===== src/rtl/elevator_scan_ctrl_if.sv =====
// Request/status bundle between a floor panel (master) and the SCAN elevator controller (slave).
interface elevator_scan_ctrl_if #(
  parameter int unsigned N_FLOORS = 8,
  parameter int unsigned FLOOR_W  = 3
);
  logic [N_FLOORS-1:0] req_in;
  logic [N_FLOORS-1:0] pending;
  logic [FLOOR_W-1:0]  floor_now;
  logic                dir;
  logic                is_move;
  logic                door_open;
  logic [2:0]          ostate;

  modport master (output req_in, input pending, floor_now, dir, is_move, door_open, ostate);
  modport slave  (input req_in, output pending, floor_now, dir, is_move, door_open, ostate);
endinterface


===== src/rtl/elevator_scan_ctrl.sv =====
// Direction-collective (SCAN) elevator controller: latches floor requests, travels one floor
// per travel interval and opens the door at every requested floor it reaches.
module elevator_scan_ctrl #(
  parameter int unsigned N_FLOORS     = 8,
  parameter int unsigned FLOOR_W      = 3,
  parameter int unsigned TRAVEL_TICKS = 10,
  parameter int unsigned DOOR_TICKS   = 100
) (
  input  logic                clk,
  input  logic                irst_n,
  elevator_scan_ctrl_if.slave bus
);

  localparam int unsigned MAX_TICKS = (TRAVEL_TICKS > DOOR_TICKS) ? TRAVEL_TICKS : DOOR_TICKS;
  localparam int unsigned TIMER_W   = (MAX_TICKS > 1) ? $clog2(MAX_TICKS) : 1;

  typedef enum logic [2:0] {
    S_IDLE   = 3'd0,
    S_DECIDE = 3'd1,
    S_MOVE   = 3'd2,
    S_ARRIVE = 3'd3,
    S_DOOR   = 3'd4
  } state_t;

  state_t              state, state_nxt;
  logic [N_FLOORS-1:0] pending, pending_nxt, clr;
  logic [FLOOR_W-1:0]  floor_now, floor_nxt;
  logic                dir, dir_nxt;
  logic [TIMER_W-1:0]  timer, timer_nxt;
  logic                is_move, door_open;
  logic                here, above, below;

  // Where outstanding requests lie relative to the cab
  always_comb begin
    here  = pending[floor_now];
    above = 1'b0;
    below = 1'b0;
    for (int unsigned i = 0; i < N_FLOORS; i++) begin
      if (pending[i]) begin
        if (FLOOR_W'(i) > floor_now) above = 1'b1;
        if (FLOOR_W'(i) < floor_now) below = 1'b1;
      end
    end
  end

  // Next-state, timer and request-clear logic
  always_comb begin
    state_nxt = state;
    dir_nxt   = dir;
    floor_nxt = floor_now;
    timer_nxt = '0;
    clr       = '0;
    unique case (state)
      S_IDLE: if (|pending) state_nxt = S_DECIDE;
      S_DECIDE: begin
        if (here) begin
          state_nxt = S_DOOR;
        end else if (dir ? above : below) begin
          state_nxt = S_MOVE;
        end else if (dir ? below : above) begin
          // reversal is resolved here so it costs no extra cycle
          dir_nxt   = ~dir;
          state_nxt = S_MOVE;
        end else begin
          state_nxt = S_IDLE;
        end
      end
      S_MOVE: begin
        if (timer == TIMER_W'(TRAVEL_TICKS - 1)) begin
          floor_nxt = dir ? (floor_now + FLOOR_W'(1)) : (floor_now - FLOOR_W'(1));
          state_nxt = S_ARRIVE;
        end else begin
          timer_nxt = timer + TIMER_W'(1);
        end
      end
      S_ARRIVE: state_nxt = here ? S_DOOR : S_DECIDE;
      S_DOOR: begin
        clr = N_FLOORS'(1) << floor_now;
        if (timer == TIMER_W'(DOOR_TICKS - 1)) begin
          state_nxt = S_DECIDE;
        end else begin
          timer_nxt = timer + TIMER_W'(1);
        end
      end
      default: state_nxt = S_IDLE;
    endcase
    pending_nxt = (pending | bus.req_in) & ~clr;
  end

  always_ff @(posedge clk or negedge irst_n) begin
    if (!irst_n) begin
      state     <= S_IDLE;
      pending   <= '0;
      floor_now <= '0;
      dir       <= 1'b1;
      timer     <= '0;
      is_move   <= 1'b0;
      door_open <= 1'b0;
    end else begin
      state     <= state_nxt;
      pending   <= pending_nxt;
      floor_now <= floor_nxt;
      dir       <= dir_nxt;
      timer     <= timer_nxt;
      is_move   <= (state_nxt == S_MOVE);
      door_open <= (state_nxt == S_DOOR);
    end
  end

  assign bus.pending   = pending;
  assign bus.floor_now = floor_now;
  assign bus.dir       = dir;
  assign bus.is_move   = is_move;
  assign bus.door_open = door_open;
  assign bus.ostate    = state;

endmodule


===== src/flat_wrapper.sv =====
// flat-port wrapper written by rule: the top's interface ports become plain ports
module elevator_scan_ctrl_flat 
#(
  parameter int unsigned N_FLOORS     = 8,
  parameter int unsigned FLOOR_W      = 3,
  parameter int unsigned TRAVEL_TICKS = 10,
  parameter int unsigned DOOR_TICKS   = 100
)
  (clk, irst_n, bus_req_in, bus_pending, bus_floor_now, bus_dir, bus_is_move, bus_door_open, bus_ostate);
  elevator_scan_ctrl_if #(.N_FLOORS(N_FLOORS), .FLOOR_W(FLOOR_W)) bus_i ();
  input  logic clk;
  input  logic irst_n;
  input wire logic [$bits(bus_i.req_in)-1:0] bus_req_in;
  output wire logic [$bits(bus_i.pending)-1:0] bus_pending;
  output wire logic [$bits(bus_i.floor_now)-1:0] bus_floor_now;
  output wire logic [$bits(bus_i.dir)-1:0] bus_dir;
  output wire logic [$bits(bus_i.is_move)-1:0] bus_is_move;
  output wire logic [$bits(bus_i.door_open)-1:0] bus_door_open;
  output wire logic [$bits(bus_i.ostate)-1:0] bus_ostate;
  assign bus_i.req_in = bus_req_in;
  assign bus_pending = bus_i.pending;
  assign bus_floor_now = bus_i.floor_now;
  assign bus_dir = bus_i.dir;
  assign bus_is_move = bus_i.is_move;
  assign bus_door_open = bus_i.door_open;
  assign bus_ostate = bus_i.ostate;
  elevator_scan_ctrl #(.N_FLOORS(N_FLOORS), .FLOOR_W(FLOOR_W), .TRAVEL_TICKS(TRAVEL_TICKS), .DOOR_TICKS(DOOR_TICKS)) u_core (.clk(clk), .irst_n(irst_n), .bus(bus_i));
endmodule

===== config.mk =====
export PLATFORM = sky130hd
export DESIGN_NAME = elevator_scan_ctrl_flat
export DESIGN_NICKNAME = d
export VERILOG_FILES = /design/src/rtl/elevator_scan_ctrl_if.sv /design/src/rtl/elevator_scan_ctrl.sv /design/src/flat_wrapper.sv
export SDC_FILE = /design/constraint.sdc
export NUM_CORES = 1
export LEC_CHECK = 0
export CELL_PAD_IN_SITES_DETAIL_PLACEMENT = 0
export CELL_PAD_IN_SITES_GLOBAL_PLACEMENT = 1
export CORE_UTILIZATION = 39
export DETAILED_ROUTE_END_ITERATION = 6
export GPL_ROUTABILITY_DRIVEN = 0
export MAX_ROUTING_LAYER = met4
export PLACE_DENSITY_LB_ADDON = 0.12
export SETUP_SLACK_MARGIN = 0.4
export SKIP_CTS_REPAIR_TIMING = 1
export SYNTH_ARGS = -nofsm -noshare
export SYNTH_HDL_FRONTEND = slang
export SYNTH_SLANG_ARGS = --single-unit

===== constraint.sdc =====
create_clock -name clk -period 2.3 [get_ports clk]
set_input_delay 0.46 -clock clk [delete_from_list [all_inputs] [get_ports clk]]
set_output_delay 0.46 -clock clk [all_outputs]
set_load 0.01 [all_outputs]

==> summary.md <==
| Metric | Value |
|---|---|
| Die Height | 61.5 µm |
| Total GRT Usage | 21.0% |
| Crit path capture type | flop |
| CP peak stage delay | 510 ps |
| Nature of the critical path startpoint | flop |
| Max capacitance violation total | 0 |
| CTS buffer count | 3 |
| Post-Syn Area | 0.00138 mm² |
| Cell Chain, Critical Path | mux2_4, o221ai_4, a22oi_2, or4b_4, a211o_1 |
| Die width | a little over 60 µm |
| Seq pwr share | 44.2% |
| Starting Density | approximately 41% |
| Maximum fanout along the worst path | 5 |
| Fmax | between 0.5 and 0.6 GHz |
| Max clock buf depth | 2 |
| Clock transition at path regs | approximately 150 ps |
| Sequential area share after synthesis | 43.5% |
| Setup Skew | 9.36 ps |
| Remaining antenna violation count | 0 |
| Syn Area/Cell | 9.81 µm² |
| Synth warn | 0 |
| I/O pin cnt | 27 |
| Lkg Pwr | about 0.75 nW |
| Mapped Nets | 160 |
| Nets | 196 |
| Setup CP Type | reg -> reg |
| Via Count | 1200 |
| Rel. slew slack | 76.4% |
| Synth top cells by count | 23 x dfrtp_1, 23 x nor2_1, 10 x a21oi_1, 9 x ha_1, 5 x nand2b_1 |
| Yosys cell types | 45 |
| Synth area leaders | dfrtp_1 42%, ha_1 8.1%, nor2_1 6.2% |
| GRT Residual Overflow | 0 |
| Drt wl/cell | 15.7 µm |
| Dominant synthesized flop cell | dfrtp_1 |
| Minimum clock period | approximately 2000 ps |
| Final setup TNS | 0 ps |
| Final cycle utilization of the critical path | 85.8% |
| CTS tree | yes |
| Antenna Cells | 0 |
| Post-synth EDFFs | 0 |
| Post-synth ARST share | 100% |
| Max-slew violation count | 0 |
| VDD IR max | 0.000344 V |
| HPWL Detailed | 2450 µm |
| Sink Count | 24 |
| Clock power share | 24.6% |
| Pin count of the biggest net entering global routing | 25 |
| # setup viols final | 0 |
| Vias in the first global route | 1191 |
| I/O Buffers | 26 |
| First-pass GRT wire length | around 5700 µm |
| Yosys reg bits | 24 |
| Worst-Margin Slew | 353 ps |
| Gate power share | 31.2% |
| Antenna violations before repair | 0 |
| Core area | 0.00336 mm² |
| Row cnt | 21 |
| Clk_lat worst skew | 320 ps |
| Post-route cell area | approximately 0.0019 mm² |
| Critical path arrival | 2230 ps |
| H-tree level count | 1 |
| Leading area contributor after synthesis | dfrtp_1 |
| Post-DP Area | ~0.0017 mm² |
| Switching power | 0.412 mW |
| Die area | 0.00379 mm² |
| RSZ-0062 raised after global routing | yes |
| Root Driver | clkbuf_4 |
| Status | completed |
| Synth top area share | 41.6% |
| Initial DRC Count | 49 |
| Drc violations | 0 |
| Sw Share | roughly a third |
| Pwr Density | 683 mW/mm² |
| Syn Inst Count | 141 |
| Layout area overhead | 35.9% |
| CP required | 2560 ps |
| First-pass DRT Iterations | 4 |
| Layout cell share with drive strength beyond 1 | 19.9% |
| Power Internal | 0.871 mW |
| Fin. Hold Viols | 0 |
| CP max stage cell | or4b_4 |
| Mean number of vias per cell | 5.41 |
| Worst min path class | in -> async |
| WL final | 3490 µm |
cell families (layout without fill, tap and decap cells):
| logic type | after synthesis | after routing | synth area share, % |
|---|---|---|---|
| AND/OR/NAND/NOR | 54 | 54 | 20.5 |
| AO/OA/AOI/OAI | 35 | 35 | 17.6 |
| flip-flops | 24 | 24 | 43.5 |
| adder cells (fa/ha/maj) | 9 | 9 | 8.14 |
| buffers and inverters | 9 | 44 | 3.17 |
| XOR/XNOR | 7 | 7 | 4.43 |
| multiplexers | 3 | 3 | 2.71 |
critical path, delay by kind of cell, from the launching register on:
family | cells | cell delay, ps
AOI/OAI and AO/OA | 3 | 600
DFF | 1 | 480
muxes | 1 | 320
and+or+nand+nor | 1 | 510
state kept, by name (all words and copies together) (netlist names):
name	flops
u_core.bus.dir	1
u_core.bus.ostate	3
u_core.timer	7
u_core.bus.floor_now	3
u_core.bus.pending	8
u_core.bus.door_open	1
u_core.bus.is_move	1
power groups by stage:
stage,clock (mW),sequential [mW],combinational (mW)
2_1_floorplan,0,0.556,0.225
3_3_place_gp,0,0.568,0.384
3_5_place_dp,0,0.572,0.390
4_1_cts,0.320,0.563,0.391
5_1_grt,0.335,0.581,0.441
6_report,0.315,0.567,0.400
layout by cell type, fill, tap and decap left out, types with 3 or more instances in the layout:
master / count
o21ai_0: 3
nand2_1: 4
nand2b_1: 5
xnor2_1: 4
a31oi_1: 4
clkdlybuf4s50_1: 23
xor2_1: 3
ha_1: 7
nor2_1: 23
dfrtp_2: 4
inv_1: 3
clkbuf_4: 3
dlymetal6s2s_1: 3
and3_1: 3
a21oi_1: 10
buf_4: 8
dfrtp_1: 19
final timing paths:
path,startpoint,to,slack [ps],depth (start not counted)
max reg2reg,u_core.bus.floor_now[0],u_core.bus.dir,330,5
max,u_core.bus.floor_now[0],u_core.bus.dir,330,5
min,irst_n,u_core.bus.pending[1],490,2
min reg2reg,u_core.timer[0],u_core.timer[0],510,1
min in group clk,u_core.timer[0],u_core.timer[0],510,1
max in group asynchronous,irst_n,u_core.bus.dir,1510,2
cell type report:
type / count / area [µm²]
inverter: 5 / 22.5
timing repair buffer: 35 / 339
clock inverter: 1 / 30.0
clock buffer: 3 / 22.5
multi-input combinational: 108 / 801
tap: 46 / 57.6
fill: 328 / 1480
sequential: 24 / 607
through the flow:
step | std cells | utilization [%] | hold WS, ps | setup WS, ps | total power [mW]
final | 222 | 55.9 | 489 | 326 | 1.28
after global routing | 222 | 55.9 | 508 | 261 | 1.36
after CTS | 217 | 52.4 | 503 | 107 | 1.27
after detailed placement | 213 | 50.9 | 491 | 219 | 0.962
after global placement | 213 | 50.9 | 473 | 344 | 0.952
after floorplan | 141 | - | 164 | 285 | 0.782
layer usage:
metal,global-route usage [%],part of all wire [%]
met4,6.35,1.3
met2,32.1,46
met3,2.52,3.9
met1,29.1,49
met5,-,0
Power figures use the tool's default switching activity.
